`src/rtl/sevenseg_scan_ctrl_if.sv`:
```
// Bus bundle for the four-digit seven-segment scan controller: the load/hold
// controls and value inputs from the host, plus the display drive back out.
interface sevenseg_scan_ctrl_if;
  logic        load;
  logic [15:0] value_in;
  logic [3:0]  dp_in;
  logic        hold;
  logic [3:0]  nibble;
  logic [3:0]  an;
  logic        dp_n;
  logic [1:0]  digit_idx;

  modport master (
    output load, value_in, dp_in, hold,
    input  nibble, an, dp_n, digit_idx
  );

  modport slave (
    input  load, value_in, dp_in, hold,
    output nibble, an, dp_n, digit_idx
  );
endinterface

```
`src/rtl/sevenseg_scan_ctrl.sv`:
```
// Four-digit time-multiplexed common-anode scan controller with per-slot blanking.
// Optional macro SEVENSEG_LEADING_ZERO_BLANK_EN suppresses leading-zero digits.
module sevenseg_scan_ctrl #(
  parameter int SCAN_DIV  = 100000,
  parameter int BLANK_CYC = 2
) (
  input logic              clk,
  input logic              rst,
  sevenseg_scan_ctrl_if.slave bus
);

  localparam int CNT_W = (SCAN_DIV > 1) ? $clog2(SCAN_DIV) : 1;
  localparam logic [CNT_W-1:0] CNT_LAST   = CNT_W'(SCAN_DIV - 1);
  localparam logic [CNT_W-1:0] BLANK_LAST = CNT_W'((BLANK_CYC > 0) ? BLANK_CYC - 1 : 0);

  typedef enum logic {BLANK, SHOW} state_t;
  localparam state_t SLOT_START = (BLANK_CYC == 0) ? SHOW : BLANK;

  logic [15:0]      shadow_val, val_nx;
  logic [3:0]       shadow_dp, dp_nx;
  logic [CNT_W-1:0] cnt, cnt_nx;
  logic [1:0]       idx, idx_nx;
  state_t           state, state_nx;
  logic [3:0]       nibble_r, nibble_d;
  logic [3:0]       an_r, an_d;
  logic             dp_n_r, dp_n_d;

`ifdef SEVENSEG_LEADING_ZERO_BLANK_EN
  // A digit is a leading zero when it and every more-significant nibble are zero.
  function automatic logic lead_zero(input logic [15:0] val, input logic [3:0] dp,
                                     input logic [1:0] sel);
    return (sel != 2'd0) && !dp[sel] && ((val >> {sel, 2'b00}) == 16'h0000);
  endfunction
`endif

  always_comb begin
    val_nx   = bus.load ? bus.value_in : shadow_val;
    dp_nx    = bus.load ? bus.dp_in    : shadow_dp;
    cnt_nx   = cnt;
    idx_nx   = idx;
    state_nx = state;
    if (!bus.hold) begin
      if (cnt == CNT_LAST) begin
        cnt_nx   = '0;
        idx_nx   = idx + 2'd1;
        state_nx = SLOT_START;
      end else begin
        cnt_nx = cnt + CNT_W'(1);
        if (BLANK_CYC > 0 && state == BLANK && cnt == BLANK_LAST)
          state_nx = SHOW;
      end
    end
  end

  // Outputs are decoded from the post-edge state so they register with no lag.
  always_comb begin
    nibble_d = val_nx[{idx_nx, 2'b00} +: 4];
    an_d     = 4'b1111;
    dp_n_d   = 1'b1;
    if (state_nx == SHOW) begin
      an_d   = ~(4'b0001 << idx_nx);
      dp_n_d = ~dp_nx[idx_nx];
`ifdef SEVENSEG_LEADING_ZERO_BLANK_EN
      if (lead_zero(val_nx, dp_nx, idx_nx)) begin
        an_d   = 4'b1111;
        dp_n_d = 1'b1;
      end
`endif
    end
  end

  always_ff @(posedge clk) begin
    if (rst) begin
      shadow_val <= '0;
      shadow_dp  <= '0;
      cnt        <= '0;
      idx        <= '0;
      state      <= SLOT_START;
      nibble_r   <= '0;
      an_r       <= 4'b1111;
      dp_n_r     <= 1'b1;
    end else begin
      shadow_val <= val_nx;
      shadow_dp  <= dp_nx;
      cnt        <= cnt_nx;
      idx        <= idx_nx;
      state      <= state_nx;
      nibble_r   <= nibble_d;
      an_r       <= an_d;
      dp_n_r     <= dp_n_d;
    end
  end

  assign bus.nibble    = nibble_r;
  assign bus.an        = an_r;
  assign bus.dp_n      = dp_n_r;
  assign bus.digit_idx = idx;

endmodule

```
`src/flat_wrapper.sv`:
```
// flat-port wrapper written by rule: the top's interface ports become plain ports
module sevenseg_scan_ctrl_flat 
#(
  parameter int SCAN_DIV  = 100000,
  parameter int BLANK_CYC = 2
)
  (clk, rst, bus_load, bus_value_in, bus_dp_in, bus_hold, bus_nibble, bus_an, bus_dp_n, bus_digit_idx);
  sevenseg_scan_ctrl_if bus_i ();
  input logic clk;
  input logic rst;
  input wire logic [$bits(bus_i.load)-1:0] bus_load;
  input wire logic [$bits(bus_i.value_in)-1:0] bus_value_in;
  input wire logic [$bits(bus_i.dp_in)-1:0] bus_dp_in;
  input wire logic [$bits(bus_i.hold)-1:0] bus_hold;
  output wire logic [$bits(bus_i.nibble)-1:0] bus_nibble;
  output wire logic [$bits(bus_i.an)-1:0] bus_an;
  output wire logic [$bits(bus_i.dp_n)-1:0] bus_dp_n;
  output wire logic [$bits(bus_i.digit_idx)-1:0] bus_digit_idx;
  assign bus_i.load = bus_load;
  assign bus_i.value_in = bus_value_in;
  assign bus_i.dp_in = bus_dp_in;
  assign bus_i.hold = bus_hold;
  assign bus_nibble = bus_i.nibble;
  assign bus_an = bus_i.an;
  assign bus_dp_n = bus_i.dp_n;
  assign bus_digit_idx = bus_i.digit_idx;
  sevenseg_scan_ctrl #(.SCAN_DIV(SCAN_DIV), .BLANK_CYC(BLANK_CYC)) u_core (.clk(clk), .rst(rst), .bus(bus_i));
endmodule
```
`config.mk`:
```
export PLATFORM = sky130hd
export DESIGN_NAME = sevenseg_scan_ctrl_flat
export DESIGN_NICKNAME = d
export VERILOG_FILES = /design/src/rtl/sevenseg_scan_ctrl_if.sv /design/src/rtl/sevenseg_scan_ctrl.sv /design/src/flat_wrapper.sv
export SDC_FILE = /design/constraint.sdc
export NUM_CORES = 1
export LEC_CHECK = 0
export ABC_AREA = 1
export BUFFER_PORTS_ARGS = -buffer_cell sky130_fd_sc_hd__buf_2
export CAP_MARGIN = 20
export CORE_MARGIN = 4
export CORE_UTILIZATION = 50
export CTS_CLUSTER_DIAMETER = 120
export CTS_CLUSTER_SIZE = 20
export DETAILED_ROUTE_END_ITERATION = 16
export PLACE_DENSITY = 0.72
export SLEW_MARGIN = 20
export SYNTH_ARGS = -nofsm -noshare
export SYNTH_HDL_FRONTEND = slang
export SYNTH_SLANG_ARGS = --single-unit
```
`constraint.sdc`:
```
create_clock -name clk -period 2 [get_ports clk]
set_input_delay 0 -clock clk [delete_from_list [all_inputs] [get_ports clk]]
set_output_delay 0 -clock clk [all_outputs]
set_load 0.01 [all_outputs]
```
### Yosys cells after proc, flatten, opt, wreduce, memory -nomap -nowiden

Cells that the tools add are included.
Widths: inputs -> output; s select.

* reduce and logical (&&, ||, !) cells: 2
* bitwise logic cells: 4
* add/sub/neg operators: 2
* eq/ne operators: 2
* $mul: 0
* order comparisons: 1
* divide/modulo/power cells: 0
* muxes and demuxes: 10
* shift-type cells: 2

Operators by type and width (number)
* $add 17x1->17 const B: 1
* $eq 17x1->1 const B: 1
* $eq 17x17->1 const B: 1
* $mux 17: 1
* $mux 16: 1
* $shiftx 16x5->4: 1
* $mux 1: 4
* $mux 2: 2
* $mux 4: 1
* $not 4->4: 1
* $shl 1x2->4 const A: 1
* $lt 2x3->1 const B: 1
* $not 1->1: 3
* $add 2x1->2 const B: 1
* $bmux 1 s2: 1
* $reduce_or 2->1: 1
* $logic_and 1x1->1: 1

* output and inout port bits: 11
* word-level logic and storage cells: 31
* bits in writable memories: 0
* memory bits (read-only): 0
* memories kept: 0
* bits in latches: 0
* input port bits: 24
* bits in registers: 49

### Logic depth before layout (Yosys ltp)

* depth after elaboration: 7
* depth in mapped cells: 12
* gate-level depth less buffers: 12

### Least setup slack after synthesis

OpenSTA, ideal clock, no wires.

* path kind: register -> register
* from: register u_core.cnt[0]
* to: register u_core.nibble_r[2], in the netlist u_core.bus.nibble[2]
* arrival: 1.457 ns
* setup time: 0.120 ns
* clock period less this slack: 1.577 ns
* stages on the path, launching flop included: 13
* required time: 1.880 ns
* slack: 0.423 ns
* path buffers: 0
* path through: dfxtp_1 ha_1 nand2_1 inv_1 nand2_1 nor2_2 nand3_2 nand2_1 nand2_2 inv_2 nor2_1 nand2_1 nand3_1

* longest elaborated chain between the ends: 4

RTL lines
* start: declaration: RTL line sevenseg_scan_ctrl.sv:21 `logic [CNT_W-1:0] cnt, cnt_nx;`
* start signal: assignment: RTL line sevenseg_scan_ctrl.sv:85 `cnt <= cnt_nx;`
* $eq 17x17->1: RTL line sevenseg_scan_ctrl.sv:43 `if (cnt == CNT_LAST) begin`
* $mux 2: RTL line sevenseg_scan_ctrl.sv:43
* $mux 2: RTL line sevenseg_scan_ctrl.sv:42 `if (!bus.hold) begin`
* $shiftx 16x5->4: RTL line sevenseg_scan_ctrl.sv:57 `nibble_d = val_nx[{idx_nx, 2'b00} +: 4];`
* end signal: assignment: RTL line sevenseg_scan_ctrl.sv:88 `nibble_r <= nibble_d;`
* end: declaration: RTL line sevenseg_scan_ctrl.sv:24 `logic [3:0] nibble_r, nibble_d;`

No other way between the ends.
A chain may end at the register's enable or synchronous reset.

### Worst setup path in the final report

Same ends and word-level chain as after synthesis.

==> run metrics <==
outcome finished clean; fmax 564.9 MHz; fin crit share 0.8850; placed cell count 367; skew final 0.007030 ns; Syn Std Cell Area 0.002206 mm²; Gate power share 0.097; fin. max-slew vios 0; Initial Utilization 0.5323; synthesized net count 313; P_int 1.340 mW; fillers 370; Seq cells post-synth 49; Clock Sinks 49; final estimated routing congestion in global placement 0.8434; vias per cell 5.075; Std-Cell Core Area 0.004144 mm²; first-pass GRT wire length 8142 µm; Clock power frac 0.327; sequential share of power 0.575; largest cells by area after synthesis dfxtp_1 (44%), nor2_1 (7.7%), nand2_1 (6.8%), nand3_1 (5.4%), inv_1 (5.3%); die area 0.005538 mm²; P_leak 1.161 nW; Synth cell types 34; share of layout cells above drive strength 1 0.2101; Peak VDD IR 0.4122 mV; Clock Pin Slew Worst Setup and Hold Paths 0.09 ns; clk_lat worst skew 0.30 ns; r2r worst-path depth 12; vias 1969; Crit Path Category flip-flop to flip-flop; IO Count 35; Hold Crit Class input pin to flip-flop; Max Cap Violations 0; hold_sp bus_value_in[10]; CTS Root Cell clkbuf_8; DR iter-0 viols 114; CTS tree built; H-tree lvl count 2; initial antenna violation count 0; Max transition margin 0.6123; DP Wirelength 3391 µm; Die Ht 74.42 µm; hold endpoint u_core.shadow_val[10]; Fin. Hold Viols 0; Final Net Count 363; Post-Route WL 4684 µm; CTS Buffer Depth 2; r2r endpoint u_core.bus.nibble[2]; setup TNS 0 ns; Routed Antenna Nets 0; endpoints failing setup 0; Multi-input gate area 0.001041 mm²; largest net degree at the start of global routing 32; Die Wd 74.42 µm; power density cells 673.6 mW/mm²; worst-path maximum fanout 8; WL/cell 12.07 µm; NetSw 0.4381 mW; # rows 23; critical path endpoint category flip-flop; reg2reg setup slack 0.23 ns; min cycle time layout 1.770 ns; synth-to-layout area growth 19.68%; sequential fraction of the synthesis area 0.4447; Avg Inst Size Synth 7.686 µm²; grt ovf 0; register area 980.9 µm²; Mapped Cells 287; final std cells w/o fill 388; total CTS buffers 5; Startpoint Class flip-flop; Worst EP arrival 1.97 ns; Synth area leader dfxtp_1; leading cell type in the layout, fill and taps excluded dfxtp_1; R2R Path Start u_core.cnt[0]; Buffers on Ports 34; Worst Max-Slew Pin Slew 0.5815 ns; RSZ-0062 raised after global routing no; n_diodes 0; Yosys warnings 0; CP required 2.20 ns; Pwr Total 1.778 mW; most frequent cells in the layout dfxtp_1 (49), nor2_1 (45), nand2_1 (40); drt drc 0; Yosys top cell area share 0.4447; hold depth 5; Tot GR Track Use 0.1885; switch share 0.2463; first drt pass iteration count 4; vias in the first global route 1815
[power by group through the flow]
| stage | clock (mW) | sequential [mW] | combinational [mW] |
|---|---|---|---|
| 5_1_grt | 0.636 | 1.03 | 0.200 |
| 2_1_floorplan | 0 | 1.05 | 0.0955 |
| 3_3_place_gp | 0 | 1.05 | 0.153 |
| 4_1_cts | 0.598 | 1.02 | 0.173 |
| 3_5_place_dp | 0 | 1.05 | 0.153 |
| 6_report | 0.582 | 1.02 | 0.173 |
[worst max-delay path: stages (launching register included)]
cell     delay, ns
dfxtp_1       0.39
ha_2          0.23
nand2_1       0.06
inv_1         0.05
nand2_1       0.05
nor2_2        0.11
nand3_2       0.18
nand2_1       0.13
nand2_2       0.10
inv_2         0.14
nor2_1        0.07
nand2_1       0.09
nand3_1       0.05
[stage by stage]
stage	setup slack (ns)	utilization	hold slack (ns)	area, µm²
2_1_floorplan	0.4225	-	0.08976	2206
3_3_place_gp	0.1253	0.5830	0.2741	2416
3_5_place_dp	0.1204	0.5830	0.2764	2416
4_1_cts	0.07797	0.6356	0.04278	2634
5_1_grt	0.01874	0.6371	0.07773	2640
6_report	0.2299	0.6371	0.05465	2640
[flip-flops by register name (all words and copies together) (netlist names)]
signal and cells:
u_core.cnt 17, u_core.shadow_val 16, u_core.bus.an 4, u_core.bus.nibble 4, u_core.shadow_dp 4, u_core.bus.digit_idx 2
u_core.bus.dp_n 1, u_core.state 1
[cell type report]
type                       instances  share of cell area
tap                               50             0.02370
timing repair buffer              51              0.1251
sequential                        49              0.3716
multi-input combinational        194              0.3943
inverter                          36             0.05213
clock inverter                     2            0.005687
clock buffer                       6             0.02749
[what timing repair did]
item                       CTS  global route
hold endpoints to repair    13             0
setup endpoints to repair    0             8
resized for setup            0             2
hold buffers                13             0
buffers inserted             0             0
[synth_stat cells, drive strengths merged]
cell type / count
o21ai: 15
inv: 33
nor3b: 2
nor3: 8
clkbuf: 1
a21oi: 10
nand4: 10
nor2: 49
buf: 7
nand3b: 1
a2111oi: 2
xor2: 4
or2: 7
ha: 2
nand3: 26
dfxtp: 49
mux2i: 10
clkinv: 3
nor4: 1
a211oi: 1
nand2: 46
[per-layer routing]
| metal | track usage | vias to the layer above | part of all wire | wire length, µm |
|---|---|---|---|---|
| met2 | 0.2946 | 49 | 0.44 | 2055 |
| met3 | 0.04189 | 6 | 0.056 | 261 |
| met5 | 0 | - | 0 | 0 |
| met1 | 0.2604 | 883 | 0.49 | 2308 |
| li1 | - | 1031 | - | - |
| met4 | 0.05731 | 0 | 0.013 | 59 |
[cells by family (layout without fill, tap and decap cells)]
| group | after synthesis | in the layout | synth area share |
|---|---|---|---|
| AO/OA/AOI/OAI | 28 | 28 | 0.06807 |
| XOR/XNOR | 4 | 4 | 0.01588 |
| adder cells (fa/ha/maj) | 2 | 2 | 0.01134 |
| buffers and inverters | 44 | 95 | 0.08621 |
| flip-flops | 49 | 49 | 0.4447 |
| multiplexers | 10 | 10 | 0.04538 |
| AND/OR/NAND/NOR | 150 | 150 | 0.3284 |
[worst max path at each step]
stage	start	endpoint	slack, ns	cells after the start
floorplan	u_core.cnt[0]	u_core.bus.nibble[2]	0.42	12
global placement	u_core.cnt[0]	u_core.bus.an[1]	0.13	10
detailed placement	u_core.cnt[0]	u_core.bus.an[3]	0.12	10
CTS	u_core.cnt[0]	u_core.bus.an[3]	0.08	10
global route	u_core.cnt[0]	u_core.bus.nibble[2]	0.02	12
finish	u_core.cnt[0]	u_core.bus.nibble[2]	0.23	12
Power figures use the tool's default switching activity.
